$ cat config.mk
export PLATFORM = sky130hd
export DESIGN_NAME = des_decrypt_core
export DESIGN_NICKNAME = d
export VERILOG_FILES = /design/src/rtl/des_pkg.sv /design/src/rtl/des_f_func.sv /design/src/rtl/sbox1.sv /design/src/rtl/sbox2.sv /design/src/rtl/sbox3.sv /design/src/rtl/sbox4.sv /design/src/rtl/sbox5.sv /design/src/rtl/sbox6.sv /design/src/rtl/sbox7.sv /design/src/rtl/sbox8.sv /design/src/rtl/des_decrypt_core.sv
export SDC_FILE = /design/constraint.sdc
export NUM_CORES = 1
export LEC_CHECK = 0
export ABC_AREA = 1
export CORE_ASPECT_RATIO = 0.5
export CORE_MARGIN = 2
export CORE_UTILIZATION = 52
export DETAILED_ROUTE_END_ITERATION = 10
export PLACE_DENSITY_LB_ADDON = 0.12
export SETUP_SLACK_MARGIN = 0.4
export SYNTH_ARGS = -nofsm -noshare
export SYNTH_HDL_FRONTEND = slang
export SYNTH_HIERARCHICAL = 1
export SYNTH_SLANG_ARGS = --single-unit
$ cat constraint.sdc
create_clock -name clk -period 5.8 [get_ports clk]
set_clock_uncertainty 0.2 [all_clocks]
set_input_delay 0.58 -clock clk [delete_from_list [all_inputs] [get_ports clk]]
set_output_delay 0.58 -clock clk [all_outputs]
set_load 0.03 [all_outputs]
$ cat src/rtl/des_pkg.sv
// Shared DES definitions: permutation index tables, rotation schedule,
// FSM state type, width constants and small helper functions.
// DES_ENCRYPT_MODE_EN: when defined, also provides the left-rotate helper
// used by the encrypt key schedule.
package des_pkg;

  localparam int BLOCK_W  = 64;
  localparam int HALF_W   = 32;
  localparam int KEY56_W  = 56;
  localparam int SUBKEY_W = 48;

  typedef enum logic [1:0] {
    IDLE  = 2'd0,
    ROUND = 2'd1,
    DONE  = 2'd2
  } des_state_e;

  // All tables list DES bit numbers (1 = MSB) in output order.
  localparam int IP_T [64] = '{
    58, 50, 42, 34, 26, 18, 10, 2,  60, 52, 44, 36, 28, 20, 12, 4,
    62, 54, 46, 38, 30, 22, 14, 6,  64, 56, 48, 40, 32, 24, 16, 8,
    57, 49, 41, 33, 25, 17,  9, 1,  59, 51, 43, 35, 27, 19, 11, 3,
    61, 53, 45, 37, 29, 21, 13, 5,  63, 55, 47, 39, 31, 23, 15, 7};

  localparam int FP_T [64] = '{
    40, 8, 48, 16, 56, 24, 64, 32,  39, 7, 47, 15, 55, 23, 63, 31,
    38, 6, 46, 14, 54, 22, 62, 30,  37, 5, 45, 13, 53, 21, 61, 29,
    36, 4, 44, 12, 52, 20, 60, 28,  35, 3, 43, 11, 51, 19, 59, 27,
    34, 2, 42, 10, 50, 18, 58, 26,  33, 1, 41,  9, 49, 17, 57, 25};

  localparam int E_T [48] = '{
    32,  1,  2,  3,  4,  5,   4,  5,  6,  7,  8,  9,
     8,  9, 10, 11, 12, 13,  12, 13, 14, 15, 16, 17,
    16, 17, 18, 19, 20, 21,  20, 21, 22, 23, 24, 25,
    24, 25, 26, 27, 28, 29,  28, 29, 30, 31, 32,  1};

  localparam int P_T [32] = '{
    16,  7, 20, 21, 29, 12, 28, 17,   1, 15, 23, 26,  5, 18, 31, 10,
     2,  8, 24, 14, 32, 27,  3,  9,  19, 13, 30,  6, 22, 11,  4, 25};

  localparam int PC1_T [56] = '{
    57, 49, 41, 33, 25, 17,  9,   1, 58, 50, 42, 34, 26, 18,
    10,  2, 59, 51, 43, 35, 27,  19, 11,  3, 60, 52, 44, 36,
    63, 55, 47, 39, 31, 23, 15,   7, 62, 54, 46, 38, 30, 22,
    14,  6, 61, 53, 45, 37, 29,  21, 13,  5, 28, 20, 12,  4};

  localparam int PC2_T [48] = '{
    14, 17, 11, 24,  1,  5,   3, 28, 15,  6, 21, 10,
    23, 19, 12,  4, 26,  8,  16,  7, 27, 20, 13,  2,
    41, 52, 31, 37, 47, 55,  30, 40, 51, 45, 33, 48,
    44, 49, 39, 56, 34, 53,  46, 42, 50, 36, 29, 32};

  // Per-round rotation amounts, rounds 1..16 at indices 0..15.
  localparam int SHIFT [16] = '{1, 1, 2, 2, 2, 2, 2, 2, 1, 2, 2, 2, 2, 2, 2, 1};

  // S-box table is 64 nibbles, row-major, first entry in the top nibble.
  // Row = {b[6], b[1]}, column = b[5:2].
  function automatic logic [4:1] sbox_lookup(input logic [255:0] tbl,
                                             input logic [6:1]   b);
    logic [255:0] sh;
    sh = tbl << {b[6], b[1], b[5:2], 2'b00};
    return sh[255:252];
  endfunction

  // Right rotation of a 28-bit key half by 1 or 2 (bit 28 is DES bit 1).
  function automatic logic [28:1] rotr28(input logic [28:1] v, input int n);
    return (n == 2) ? {v[2:1], v[28:3]} : {v[1], v[28:2]};
  endfunction

`ifdef DES_ENCRYPT_MODE_EN
  // Left rotation of a 28-bit key half by 1 or 2.
  function automatic logic [28:1] rotl28(input logic [28:1] v, input int n);
    return (n == 2) ? {v[26:1], v[28:27]} : {v[27:1], v[28]};
  endfunction
`endif

endpackage

$ cat src/rtl/des_f_func.sv
// DES round function f(R, K): E expansion, key mix, S-boxes, P permutation.
// Purely combinational.
module des_f_func
  import des_pkg::*;
(
  input  logic [HALF_W:1]   r,
  input  logic [SUBKEY_W:1] k,
  output logic [HALF_W:1]   f
);

  logic [SUBKEY_W:1] e_r;
  logic [SUBKEY_W:1] x;
  logic [HALF_W:1]   s;

  for (genvar j = 0; j < SUBKEY_W; j++) begin : g_e
    assign e_r[SUBKEY_W-j] = r[HALF_W+1-E_T[j]];
  end

  assign x = e_r ^ k;

  // Slice 1 (bits 48:43) feeds S-box 1, whose output lands in the top nibble.
  sbox1 u_sbox1 (.bin(x[48:43]), .bout(s[32:29]));
  sbox2 u_sbox2 (.bin(x[42:37]), .bout(s[28:25]));
  sbox3 u_sbox3 (.bin(x[36:31]), .bout(s[24:21]));
  sbox4 u_sbox4 (.bin(x[30:25]), .bout(s[20:17]));
  sbox5 u_sbox5 (.bin(x[24:19]), .bout(s[16:13]));
  sbox6 u_sbox6 (.bin(x[18:13]), .bout(s[12:9]));
  sbox7 u_sbox7 (.bin(x[12:7]),  .bout(s[8:5]));
  sbox8 u_sbox8 (.bin(x[6:1]),   .bout(s[4:1]));

  for (genvar j = 0; j < HALF_W; j++) begin : g_p
    assign f[HALF_W-j] = s[HALF_W+1-P_T[j]];
  end

endmodule

$ cat src/rtl/sbox1.sv
// DES S-box 1: Bin[6:1] -> Bout[4:1].
module sbox1
  import des_pkg::*;
(
  input  logic [6:1] bin,
  output logic [4:1] bout
);
  localparam logic [255:0] TABLE =
    256'hE4D12FB83A6C5907_0F74E2D1A6CB9538_41E8D62BFC973A50_FC8249175B3EA06D;
  assign bout = sbox_lookup(TABLE, bin);
endmodule

$ cat src/rtl/sbox2.sv
// DES S-box 2: Bin[6:1] -> Bout[4:1].
module sbox2
  import des_pkg::*;
(
  input  logic [6:1] bin,
  output logic [4:1] bout
);
  localparam logic [255:0] TABLE =
    256'hF18E6B34972DC05A_3D47F28EC01A69B5_0E7BA4D158C6932F_D8A13F42B67C05E9;
  assign bout = sbox_lookup(TABLE, bin);
endmodule

$ cat src/rtl/sbox3.sv
// DES S-box 3: Bin[6:1] -> Bout[4:1].
module sbox3
  import des_pkg::*;
(
  input  logic [6:1] bin,
  output logic [4:1] bout
);
  localparam logic [255:0] TABLE =
    256'hA09E63F51DC7B428_D709346A285ECBF1_D6498F30B12C5AE7_1AD069874FE3B52C;
  assign bout = sbox_lookup(TABLE, bin);
endmodule

$ cat src/rtl/sbox4.sv
// DES S-box 4: Bin[6:1] -> Bout[4:1].
module sbox4
  import des_pkg::*;
(
  input  logic [6:1] bin,
  output logic [4:1] bout
);
  localparam logic [255:0] TABLE =
    256'h7DE3069A1285BC4F_D8B56F03472C1AE9_A690CB7DF13E5284_3F06A1D8945BC72E;
  assign bout = sbox_lookup(TABLE, bin);
endmodule

$ cat src/rtl/sbox5.sv
// DES S-box 5: Bin[6:1] -> Bout[4:1].
module sbox5
  import des_pkg::*;
(
  input  logic [6:1] bin,
  output logic [4:1] bout
);
  localparam logic [255:0] TABLE =
    256'h2C417AB6853FD0E9_EB2C47D150FA3986_421BAD78F9C5630E_B8C71E2D6F09A453;
  assign bout = sbox_lookup(TABLE, bin);
endmodule

$ cat src/rtl/sbox6.sv
// DES S-box 6: Bin[6:1] -> Bout[4:1].
module sbox6
  import des_pkg::*;
(
  input  logic [6:1] bin,
  output logic [4:1] bout
);
  localparam logic [255:0] TABLE =
    256'hC1AF92680D34E75B_AF427C9561DE0B38_9EF528C3704A1DB6_432C95FABE17608D;
  assign bout = sbox_lookup(TABLE, bin);
endmodule

$ cat src/rtl/sbox7.sv
// DES S-box 7: Bin[6:1] -> Bout[4:1].
module sbox7
  import des_pkg::*;
(
  input  logic [6:1] bin,
  output logic [4:1] bout
);
  localparam logic [255:0] TABLE =
    256'h4B2EF08D3C975A61_D0B7491AE35C2F86_14BDC37EAF680592_6BD814A7950FE23C;
  assign bout = sbox_lookup(TABLE, bin);
endmodule

$ cat src/rtl/sbox8.sv
// DES S-box 8: Bin[6:1] -> Bout[4:1].
module sbox8
  import des_pkg::*;
(
  input  logic [6:1] bin,
  output logic [4:1] bout
);
  localparam logic [255:0] TABLE =
    256'hD2846FB1A93E50C7_1FD8A374C56B0E92_7B419CE206ADF358_21E74A8DFC90356B;
  assign bout = sbox_lookup(TABLE, bin);
endmodule

$ cat src/rtl/des_decrypt_core.sv
// Iterative DES decryption core: one Feistel round per clock, key schedule
// run backwards by rotating C/D right after each round.
// DES_ENCRYPT_MODE_EN: when defined, adds mode_enc; mode_enc=1 selects the
// forward (left-rotate) key schedule so the same datapath encrypts.
module des_decrypt_core
  import des_pkg::*;
#(
  parameter int NUM_ROUNDS = 16
) (
  input  logic               clk,
  input  logic               rst_n,
  input  logic               in_valid,
  output logic               in_ready,
  input  logic [BLOCK_W:1]   ciphertext,
  input  logic [BLOCK_W:1]   key,
`ifdef DES_ENCRYPT_MODE_EN
  input  logic               mode_enc,
`endif
  output logic               out_valid,
  input  logic               out_ready,
  output logic [BLOCK_W:1]   plaintext,
  output logic               busy
);

  localparam logic [3:0] LAST_RND = 4'(NUM_ROUNDS - 1);

  des_state_e        state_q, state_d;
  logic [HALF_W:1]   l_q, l_d, r_q, r_d;
  logic [KEY56_W:1]  cd_q, cd_d;
  logic [3:0]        rnd_q, rnd_d;
  logic              out_valid_q, out_valid_d;
  logic [BLOCK_W:1]  plaintext_q, plaintext_d;
`ifdef DES_ENCRYPT_MODE_EN
  logic              mode_q, mode_d;
  logic [KEY56_W:1]  cd_rotl;
`endif

  logic [BLOCK_W:1]  ip_blk;
  logic [KEY56_W:1]  pc1_key;
  logic [KEY56_W:1]  cd_use, cd_next;
  logic [SUBKEY_W:1] subkey;
  logic [HALF_W:1]   f_out, r_new;
  logic [BLOCK_W:1]  fp_in, fp_blk;
  logic [3:0]        shift_idx;
  logic              parity_unused;

  // Parity bits (DES bits 8,16,..,64) are dropped by PC1.
  assign parity_unused = ^{key[57], key[49], key[41], key[33],
                           key[25], key[17], key[9],  key[1]};

  for (genvar j = 0; j < BLOCK_W; j++) begin : g_ip
    assign ip_blk[BLOCK_W-j] = ciphertext[BLOCK_W+1-IP_T[j]];
  end

  for (genvar j = 0; j < KEY56_W; j++) begin : g_pc1
    assign pc1_key[KEY56_W-j] = key[BLOCK_W+1-PC1_T[j]];
  end

  // Key schedule: subkey from current C/D, then rotate back one schedule step.
  always_comb begin
    shift_idx = LAST_RND - rnd_q;
    cd_use    = cd_q;
    cd_next   = {rotr28(cd_q[56:29], SHIFT[shift_idx]),
                 rotr28(cd_q[28:1],  SHIFT[shift_idx])};
`ifdef DES_ENCRYPT_MODE_EN
    cd_rotl   = {rotl28(cd_q[56:29], SHIFT[rnd_q]),
                 rotl28(cd_q[28:1],  SHIFT[rnd_q])};
    if (mode_q) begin
      cd_use  = cd_rotl;
      cd_next = cd_rotl;
    end
`endif
  end

  for (genvar j = 0; j < SUBKEY_W; j++) begin : g_pc2
    assign subkey[SUBKEY_W-j] = cd_use[KEY56_W+1-PC2_T[j]];
  end

  des_f_func u_f_func (
    .r (r_q),
    .k (subkey),
    .f (f_out)
  );

  assign r_new = l_q ^ f_out;

  // Final round output is {R16, L16}: the last Feistel swap is undone.
  assign fp_in = {r_new, r_q};

  for (genvar j = 0; j < BLOCK_W; j++) begin : g_fp
    assign fp_blk[BLOCK_W-j] = fp_in[BLOCK_W+1-FP_T[j]];
  end

  // FSM next-state and register updates: accept, iterate rounds, hold result.
  always_comb begin
    state_d     = state_q;
    l_d         = l_q;
    r_d         = r_q;
    cd_d        = cd_q;
    rnd_d       = rnd_q;
    out_valid_d = out_valid_q;
    plaintext_d = plaintext_q;
`ifdef DES_ENCRYPT_MODE_EN
    mode_d      = mode_q;
`endif
    case (state_q)
      IDLE: begin
        if (in_valid) begin
          l_d     = ip_blk[64:33];
          r_d     = ip_blk[32:1];
          cd_d    = pc1_key;
          rnd_d   = '0;
          state_d = ROUND;
`ifdef DES_ENCRYPT_MODE_EN
          mode_d  = mode_enc;
`endif
        end
      end
      ROUND: begin
        l_d   = r_q;
        r_d   = r_new;
        cd_d  = cd_next;
        rnd_d = rnd_q + 4'd1;
        if (rnd_q == LAST_RND) begin
          plaintext_d = fp_blk;
          out_valid_d = 1'b1;
          state_d     = DONE;
        end
      end
      DONE: begin
        if (out_ready) begin
          out_valid_d = 1'b0;
          state_d     = IDLE;
        end
      end
      default: state_d = IDLE;
    endcase
  end

  // State, datapath and output registers; a reset discards any block in flight.
  always_ff @(posedge clk or negedge rst_n) begin
    if (!rst_n) begin
      state_q     <= IDLE;
      l_q         <= '0;
      r_q         <= '0;
      cd_q        <= '0;
      rnd_q       <= '0;
      out_valid_q <= 1'b0;
      plaintext_q <= '0;
`ifdef DES_ENCRYPT_MODE_EN
      mode_q      <= 1'b0;
`endif
    end else begin
      state_q     <= state_d;
      l_q         <= l_d;
      r_q         <= r_d;
      cd_q        <= cd_d;
      rnd_q       <= rnd_d;
      out_valid_q <= out_valid_d;
      plaintext_q <= plaintext_d;
`ifdef DES_ENCRYPT_MODE_EN
      mode_q      <= mode_d;
`endif
    end
  end

  assign in_ready  = (state_q == IDLE);
  assign busy      = (state_q != IDLE);
  assign out_valid = out_valid_q;
  assign plaintext = plaintext_q;

endmodule

== After elaboration in Yosys (flattened, before gate mapping) ==
Memory sizes are Yosys's and may differ from the RTL's.
Cells that the tools add are included.
Word-level totals
  register bits after elaboration: 191
  memories kept: 1
  logic and storage cells: 56
  output and inout port bits: 67
  memory bits (read-only): 512
  input bits: 132
Cells by class
  bitwise gates (word level): 3
  add/subtract/negate cells: 2
  equal/unequal tests: 7
  multiplexer cells: 19
  $lt $le $gt $ge: 1
  reductions and logical operators: 8
  shifts and indexed selects: 8
Memories
  (no name shown): words 16, bits a word 32, rd ports 1, clocked after memory_dff 0, wr ports 0, RTL line des_decrypt_core.sv:64  | rotr28(cd_q[28:1], SHIFT[shift_idx])};
Operators with widths (number)
  256-bit by 8-bit left shift with 256-bit output, first input constant: 5
  255-bit by 8-bit left shift with 256-bit output, first input constant: 2
  254-bit by 8-bit left shift with 256-bit output, first input constant: 1
  32-bit 2-to-1 mux: 4
  32-bit case mux with 2 select lines: 2
  56-bit case mux with 2 select lines: 1
  28-bit 2-to-1 mux: 2
  56-bit 2-to-1 mux: 1
  48-bit XOR: 1
  32-bit by 3-bit == test with 1-bit output, second input constant: 1
  32-bit XOR: 1
  4-bit case mux with 2 select lines: 1
  2-bit 2-to-1 mux: 3
  2-bit != test, second input constant: 3
  2-bit case mux with 3 select lines: 1
  3-bit AND reduction: 2
  2-bit nonzero test: 3
  5-bit >= comparator, second input constant: 1
  4-bit NOT with 5-bit output: 1
  4-bit by 1-bit adder with 4-bit output, second input constant: 1
  4-bit == test, second input constant: 1
  4-bit 2-to-1 mux: 1
  2-bit AND reduction: 2
  4-bit subtractor, first input constant: 1
  5 further kinds: 6

== Depth between registers and ports, before layout ==
Gate-level depths: netlist (run 1).
  depth after elaboration: 8
  depth in mapped cells: 17
  mapped depth without buffers: 17

== Cells and area by module ==
Netlist (run 1), hierarchy kept.
Modules (own cells, without submodules)
  des_decrypt_core: area each 9235.1 µm², sequential area each 4779.6 µm², instances 1, cells an instance 1131
  des_f_func: area each 840.8 µm², sequential area each 0.0 µm², instances 1, cells an instance 224
  sbox2: area each 653.1 µm², sequential area each 0.0 µm², instances 1, cells an instance 128
  sbox1: area each 619.3 µm², sequential area each 0.0 µm², instances 1, cells an instance 121
  sbox6: area each 613.1 µm², sequential area each 0.0 µm², instances 1, cells an instance 117
  sbox3: area each 594.3 µm², sequential area each 0.0 µm², instances 1, cells an instance 120
  sbox5: area each 591.8 µm², sequential area each 0.0 µm², instances 1, cells an instance 120
  sbox8: area each 570.5 µm², sequential area each 0.0 µm², instances 1, cells an instance 116
  sbox7: area each 558.0 µm², sequential area each 0.0 µm², instances 1, cells an instance 114
  sbox4: area each 523.0 µm², sequential area each 0.0 µm², instances 1, cells an instance 105

== Worst setup path after synthesis (run 1) ==
Ideal clock, no wire load.
  path kind: register to register
  from: register r_q[21] (netlist bit)
  to: register r_q[9] (netlist bit)
  buffers on the path: 0
  arrival time: 2.029 ns
  data required time: 5.466 ns
  cell stages (with the launch flop): 17
  clock period less this slack: 2.364 ns
  setup slack: 3.436 ns
  library setup time: 0.134 ns
  cell sequence: dfrtp_1 -> inv_1 -> nand2_1 -> nand2_1 -> inv_1 -> ha_1 -> inv_1 -> nand2_1 -> nand2_1 -> nand2_1 -> nand2_1 -> nand3_1 -> nand2_1 -> inv_1 -> xor2_1 -> nand2_1 -> o211ai_1
Between the ends
  word-level cells in the longest chain between the ends: 4
Ends and longest elaborated chain
  from (decl): RTL line des_decrypt_core.sv:28  | logic [HALF_W:1] l_q, l_d, r_q, r_d;
  from (signal assigned): RTL line des_decrypt_core.sv:156  | r_q <= r_d;
  48-bit XOR: RTL line des_f_func.sv:19  | assign x = e_r ^ k;
  via u_f_func.x (one bit): RTL line des_f_func.sv:12  | logic [SUBKEY_W:1] x;
  256-bit by 8-bit left shift with 256-bit output: RTL line des_pkg.sv:61  | sh = tbl << {b[6], b[1], b[5:2], 2'b00};
  via f_out (one bit): RTL line des_decrypt_core.sv:42  | logic [HALF_W:1] f_out, r_new;
  32-bit XOR: RTL line des_decrypt_core.sv:85  | assign r_new = l_q ^ f_out;
  32-bit case mux with 2 select lines: RTL line des_decrypt_core.sv:106  | case (state_q)
The timed path passes the listed nets, and every way through them passes these cells.
A chain may end at the register's enable or synchronous reset.

== Worst setup path after layout (run 1) ==
  from: register r_q[21] (netlist bit)
  to: register plaintext_q, in the netlist plaintext[41]
Between the ends
  word-level cells in the longest chain between the ends: 3
Ends and longest elaborated chain
  48-bit XOR: RTL line des_f_func.sv:19
  via u_f_func.x (one bit): RTL line des_f_func.sv:12
  256-bit by 8-bit left shift with 256-bit output: RTL line des_pkg.sv:61
  via f_out (one bit): RTL line des_decrypt_core.sv:42
  32-bit XOR: RTL line des_decrypt_core.sv:85
  to (signal assigned): RTL line des_decrypt_core.sv:160  | plaintext_q <= plaintext_d;
  to (decl): RTL line des_decrypt_core.sv:32  | logic [BLOCK_W:1] plaintext_q, plaintext_d;
The timed path passes the listed nets, and every way through them passes these cells.

==> results.py, run 1 <==
metrics = {
    "sta": {
        "drv_slew": 0,
        "rsz0062_at_grt": "false",
        "fmax_ghz": 0.319,
        "worst_pin_slew_ns": 1.12,
        "finalWorstSetupSlack_ns": 2.66,
        "setup_viol_count_final": 0,
        "fin_setup_tns_ns": 0,
        "max_slew_margin": 0.251,
        "hold_violations": 0,
        "post-route-period-util": 0.541,
        "period_needed_ns": 3.14,
    },
    "worst_setup_path": {
        "path_class": "reg2reg",
        "cp-end-kind": "flop",
        "start_kind": "flop",
        "crit_family": "simple AND/OR/NAND/NOR gates",
        "required_ns": 5.95,
        "crit_arrival_ns": 3.29,
        "crit_path_cell_trace": "inv_1, nand2_1, nand2_1, inv_1, ha_1, inv_1, nand2_1, nand3_1, nand3_1, nand2_1, nand2_1, nand2_1, xor2_1, nand2_1, nand2_1",
        "crit_slowest_cell": "dfrtp_1",
        "path_buf_inv": 3,
        "critPathMaxFanout": 11,
        "cp_common_cell": "nand2_1",
        "critPathMaxStageDelay_ns": 0.45,
    },
    "yosys": {
        "synthesis.instances": 2296,
        "yosys_warnings": 6,
        "syn_avg_cell_area_um2": 6.45,
        "syn-cell-area_um2": 14800,
        "synth_ff_type": "dfrtp_1",
        "synth_edf_count": 0,
        "synthArstFlopShare": 1.00,
        "yosysSeqAreaShare": 0.323,
        "syn-num-nets": 2495,
        "ys_ff_latch": 191,
        "synth.distinct_cells": 33,
    },
    "cells_and_area": {
        "multiInputGateArea_um2": 8310,
        "n_antenna_cell": 0,
        "register_area_um2": 4780,
        "fin_nets": 2595,
        "fillers": 2750,
        "area_growth_syn_to_layout_pct": 16.7,
        "drive_above_1_share": 0.0394,
    },
    "outcome": {
        "status": "completed",
    },
    "floorplanning": {
        "coreArea_um2": 27900,
        "die_w_um": 243,
        "die_y_um": 123,
        "dieArea_um2": 29900,
        "start_util": 0.531,
        "placementRows": 43,
        "pin_count": 199,
    },
    "cts": {
        "clk_latency_ns": 0.46,
        "post_cts_buffers": 0,
        "clockBufferDepth": 2,
        "cts-root-buf": "clkbuf_16",
        "cts_tree": "yes",
        "h-tree-depth": 4,
        "numClockSinks": 191,
        "path_clk_slew_ns": 0.08,
        "cts_made_buffers": 17,
    },
    "global_routing": {
        "grt_pass1_wl_mm": 74.5,
        "overflow": 0,
        "grtUsageTotal": 0.316,
        "grt_max_degree": 181,
        "antenna_found_initial": 0,
        "grt_pass1_vias": 14300,
    },
    "route": {
        "drc": 0,
        "wl_per_cell_um": 16.7,
        "detail_route.wirelength_mm": 46.6,
        "drtIter0Drc": 1327,
        "drt-pass1-iter-count": 6,
        "detail-route-antenna-nets": 0,
        "avgViaCountPerCell": 5.49,
        "dr_total_vias": 15300,
    },
    "place": {
        "detailed_place_hpwl_mm": 32.6,
        "gp_congestion": 0.942,
        "post-place-ws_ns": 2.67,
        "portBuffers": 190,
    },
    "job": {
        "max_cap_viol_count": 0,
    },
    "min_path": {
        "hold_path_class": "reg2reg",
    },
}
-- worst register-to-register path, delay by kind of cell, from the launching register on --
| family | cells | cell delay [ns] |
|---|---|---|
| fa+ha+maj | 1 | 0.38 |
| flops | 1 | 0.45 |
| xor+xnor | 1 | 0.25 |
| buf+inv | 3 | 0.43 |
| simple gates | 10 | 1.32 |
-- metal layers --
metal  share of wire  global-route usage  vias up
li1                -                   -     7529
met1            0.45               0.425     7222
met2            0.46               0.519      505
met3           0.070              0.0599       78
met4           0.026               0.105        0
met5               0                   0        -
-- timing repair --
action	CTS	global route
setup endpoints to repair	0	0
hold buffers	1	0
hold endpoints to repair	11	0
gates resized for setup	0	0
-- metrics by stage --
step	utilization	cells	hold WS, ns	instance area (µm²)
2_1_floorplan	-	2296	0.0844	14800
3_3_place_gp	0.596	2758	0.223	16600
3_5_place_dp	0.596	2758	0.225	16600
4_1_cts	0.620	2791	0.276	17300
5_1_grt	0.620	2791	0.304	17300
6_report	0.620	2791	0.274	17300
-- synthesized netlist by cell type (17+ instances only) --
library cell,instances,area [µm²]
buf_6,20,225
o21ai_0,86,430
dfrtp_1,191,4780
nor2_1,80,300
nand2_1,823,3090
inv_1,255,957
a21oi_1,75,375
xor2_1,32,280
o21ai_1,31,155
buf_2,45,225
clkbuf_1,42,158
inv_2,17,63.8
ha_1,67,838
nand3_1,423,2120
o211ai_1,60,450
-- cell usage in the layout, fill, tap and decap left out, types with 4 or more instances in the layout --
cell / instances
xor2_1: 32
bufinv_16: 4
inv_1: 255
inv_2: 18
ha_1: 67
nor2_1: 79
dfrtp_1: 191
nand3_1: 421
nand2_2: 15
nand2_1: 820
o21ai_0: 86
clkbuf_16: 17
buf_4: 11
inv_6: 4
a21oi_1: 75
o211ai_1: 60
clkdlybuf4s50_1: 188
o21ai_1: 31
nand3_2: 4
-- final cells by class --
| class | count | share of cell area |
|---|---|---|
| inverter | 274 | 0.0597 |
| clock inverter | 13 | 0.0116 |
| timing repair buffer | 204 | 0.118 |
| clock buffer | 19 | 0.0256 |
| sequential | 191 | 0.277 |
| multi-input combinational | 1708 | 0.481 |
| tap | 382 | 0.0277 |
-- sequential cells by signal, indices dropped and copies added (netlist names) --
name       flops
cd_q          56
l_q           32
out_valid      1
plaintext     64
r_q           32
rnd_q          4
state_q        2
-- cells by family after synthesis --
| family | count (synthesis) | synth area share |
|---|---|---|
| flip-flops | 191 | 0.323 |
| XOR/XNOR | 33 | 0.0195 |
| AND/OR/NAND/NOR | 1349 | 0.383 |
| adder cells (fa/ha/maj) | 67 | 0.0566 |
| AO/OA/AOI/OAI | 259 | 0.0996 |
| buffers and inverters | 397 | 0.118 |
-- worst paths after layout --
kind | cells after the start | slack, ns | to | start
hold reg to reg | 2 | 0.27 | plaintext[27] | plaintext[27]
min in group asynchronous | 2 | 0.32 | cd_q[22] | rst_n
setup / recovery | 15 | 2.66 | plaintext[41] | r_q[21]
hold / removal | 2 | 0.27 | plaintext[27] | plaintext[27]
max in group asynchronous | 3 | 3.83 | r_q[30] | rst_n
setup reg to reg | 15 | 2.66 | plaintext[41] | r_q[21]
Power of run 1 is left out: the tool's default activity adds up to more than one toggle a clock period on the data nets, which glitch-free logic cannot reach.
==> inputs of run 2 (changes only) <==
==> constraint.sdc (replaced) <==
create_clock -name clk -period 3.1 [get_ports clk]
set_clock_uncertainty 0.2 [all_clocks]
set_input_delay 0.31 -clock clk [delete_from_list [all_inputs] [get_ports clk]]
set_output_delay 0.31 -clock clk [all_outputs]
set_load 0.03 [all_outputs]
==> run 2 against run 1 <==
Net effect:
- hold slack worse by 0.047 ns
- design area up 1.9%
- fmax up 23%
- via count up 0.97%
- first-iteration DRC count up 25%
- utilization up 1.2 points
- count of clock-buffer cells in the layout up 1
- setup slack worse by 2.1 ns
- cell count up 1.0%
- critical path depth unchanged
- sequential cell count unchanged
==> results.py, run 2 (same netlist as run 1, synthesis figures left out) <==
metrics = {
    "route": {
        "drc": 0,
        "avgViaCountPerCell": 5.49,
        "drtIter0Drc": 1662,
        "dr_total_vias": 15500,
        "drt-pass1-iter-count": 6,
        "wl_per_cell_um": 16.5,
        "detail-route-antenna-nets": 0,
        "detail_route.wirelength_mm": 46.5,
    },
    "floorplanning": {
        "die_y_um": 123,
        "start_util": 0.531,
        "die_w_um": 243,
        "placementRows": 43,
        "pin_count": 199,
        "dieArea_um2": 29900,
        "coreArea_um2": 27900,
    },
    "sta": {
        "max_slew_margin": 0.456,
        "drv_slew": 0,
        "hold_ws_ns": 0.226,
        "post-route-period-util": 0.820,
        "worst_pin_slew_ns": 0.816,
        "period_needed_ns": 2.54,
        "setup_viol_count_final": 0,
        "finalWorstSetupSlack_ns": 0.558,
        "rsz0062_at_grt": "true",
        "fmax_ghz": 0.393,
        "fin_setup_tns_ns": 0,
        "hold_violations": 0,
    },
    "global_routing": {
        "grt_pass1_vias": 14000,
        "grtUsageTotal": 0.313,
        "antenna_found_initial": 0,
        "grt_pass1_wl_mm": 73.8,
        "grt_max_degree": 89,
        "overflow": 0,
    },
    "worst_setup_path": {
        "required_ns": 3.27,
        "crit_arrival_ns": 2.71,
        "crit_slowest_cell": "dfrtp_1",
        "path_class": "reg2reg",
        "cp_common_cell": "nand2_1",
        "critPathMaxStageDelay_ns": 0.46,
        "critPathMaxFanout": 6,
        "crit_path_cell_trace": "inv_1, nand2_1, nand2_1, inv_1, ha_1, inv_1, nand2_1, nand3_1, nand3_1, nand2_1, nand2_1, nand2_1, xor2_1, nand2_1, o211ai_1",
        "cp-end-kind": "flop",
        "start_kind": "flop",
    },
    "min_path": {
        "hold_path_class": "in2async",
    },
    "cts": {
        "clk_latency_ns": 0.46,
        "numClockSinks": 191,
        "h-tree-depth": 4,
        "path_clk_slew_ns": 0.08,
        "cts_tree": "yes",
        "clockBufferDepth": 2,
        "cts-root-buf": "clkbuf_16",
        "cts_made_buffers": 17,
    },
    "cells_and_area": {
        "final_common_cell": "nand2_1",
        "fin_nets": 2624,
        "fin_util": 0.631,
        "area_growth_syn_to_layout_pct": 18.9,
        "mostFrequentLayoutCells": "nand2_1, nand3_1, inv_1, clkdlybuf4s50_1, dfrtp_1",
        "drive_above_1_share": 0.0656,
        "largest_register_ffs": 64,
        "fillers": 2737,
        "n_antenna_cell": 0,
    },
    "place": {
        "portBuffers": 190,
        "post-place-ws_ns": 0.430,
        "gp_congestion": 0.990,
        "detailed_place_hpwl_mm": 33.4,
    },
    "outcome": {
        "status": "completed",
    },
    "job": {
        "max_cap_viol_count": 0,
    },
}
-- run 2: changes by cell type in the layout (fill, tap and decap cells not counted), sizes merged --
cell / delta
inv: -1
bufinv: -3
clkinvlp: +3
clkbuf: +1
buf: +29
-- run 2: path summary, 6_finish.rpt --
path / slack, ns / depth (start not counted) / startpoint / end
setup / recovery: 0.56 / 15 / r_q[5] / r_q[21]
hold / removal: 0.23 / 2 / rst_n / cd_q[22]
setup reg to reg: 0.56 / 15 / r_q[5] / r_q[21]
hold reg to reg: 0.27 / 2 / plaintext[5] / plaintext[5]
max in group asynchronous: 1.71 / 3 / rst_n / r_q[21]
min in group clk: 0.26 / 3 / ciphertext[22] / r_q[22]
-- run 2: final cells by class --
cell class / count / area, µm² / share of cell area
clock inverter: 12 / 125 / 0.00711
inverter: 274 / 1030 / 0.0588
tap: 382 / 478 / 0.0272
sequential: 191 / 4790 / 0.272
multi-input combinational: 1708 / 8410 / 0.478
clock buffer: 20 / 457 / 0.0260
timing repair buffer: 233 / 2300 / 0.131
-- run 2: critical path: cells and delay by family (launching register included) --
family                     cells  cell delay [ns]
buffers and inverters          3             0.35
AOI/OAI and AO/OA              1             0.09
adders and majority gates      1             0.37
DFF                            1             0.46
and+or+nand+nor                9             0.77
xor gates and xnor gates       1             0.22
-- run 2: metal layers --
layer  part of all wire  global-route usage  vias to the layer above
met2               0.45               0.507                      568
met3              0.077              0.0521                       58
met1               0.45               0.435                     7276
li1                   -                   -                     7581
met4              0.022              0.0924                        0
met5                  0                   0                        -
-- run 2: through the flow --
stage	area (µm²)	instances
after floorplan	14800	2296
after global placement	16900	2786
after detailed placement	16900	2786
after CTS	17500	2819
after global routing	17600	2820
final	17600	2820
-- run 2: timing repair --
| item | in CTS | in global routing |
|---|---|---|
| setup endpoints to repair | 0 | 55 |
| setup buffers | 0 | 1 |
| hold buffers | 1 | 0 |
| endpoints found under the hold margin | 65 | 0 |
| resized for setup | 0 | 38 |
Power of run 2 is left out for the same reason.
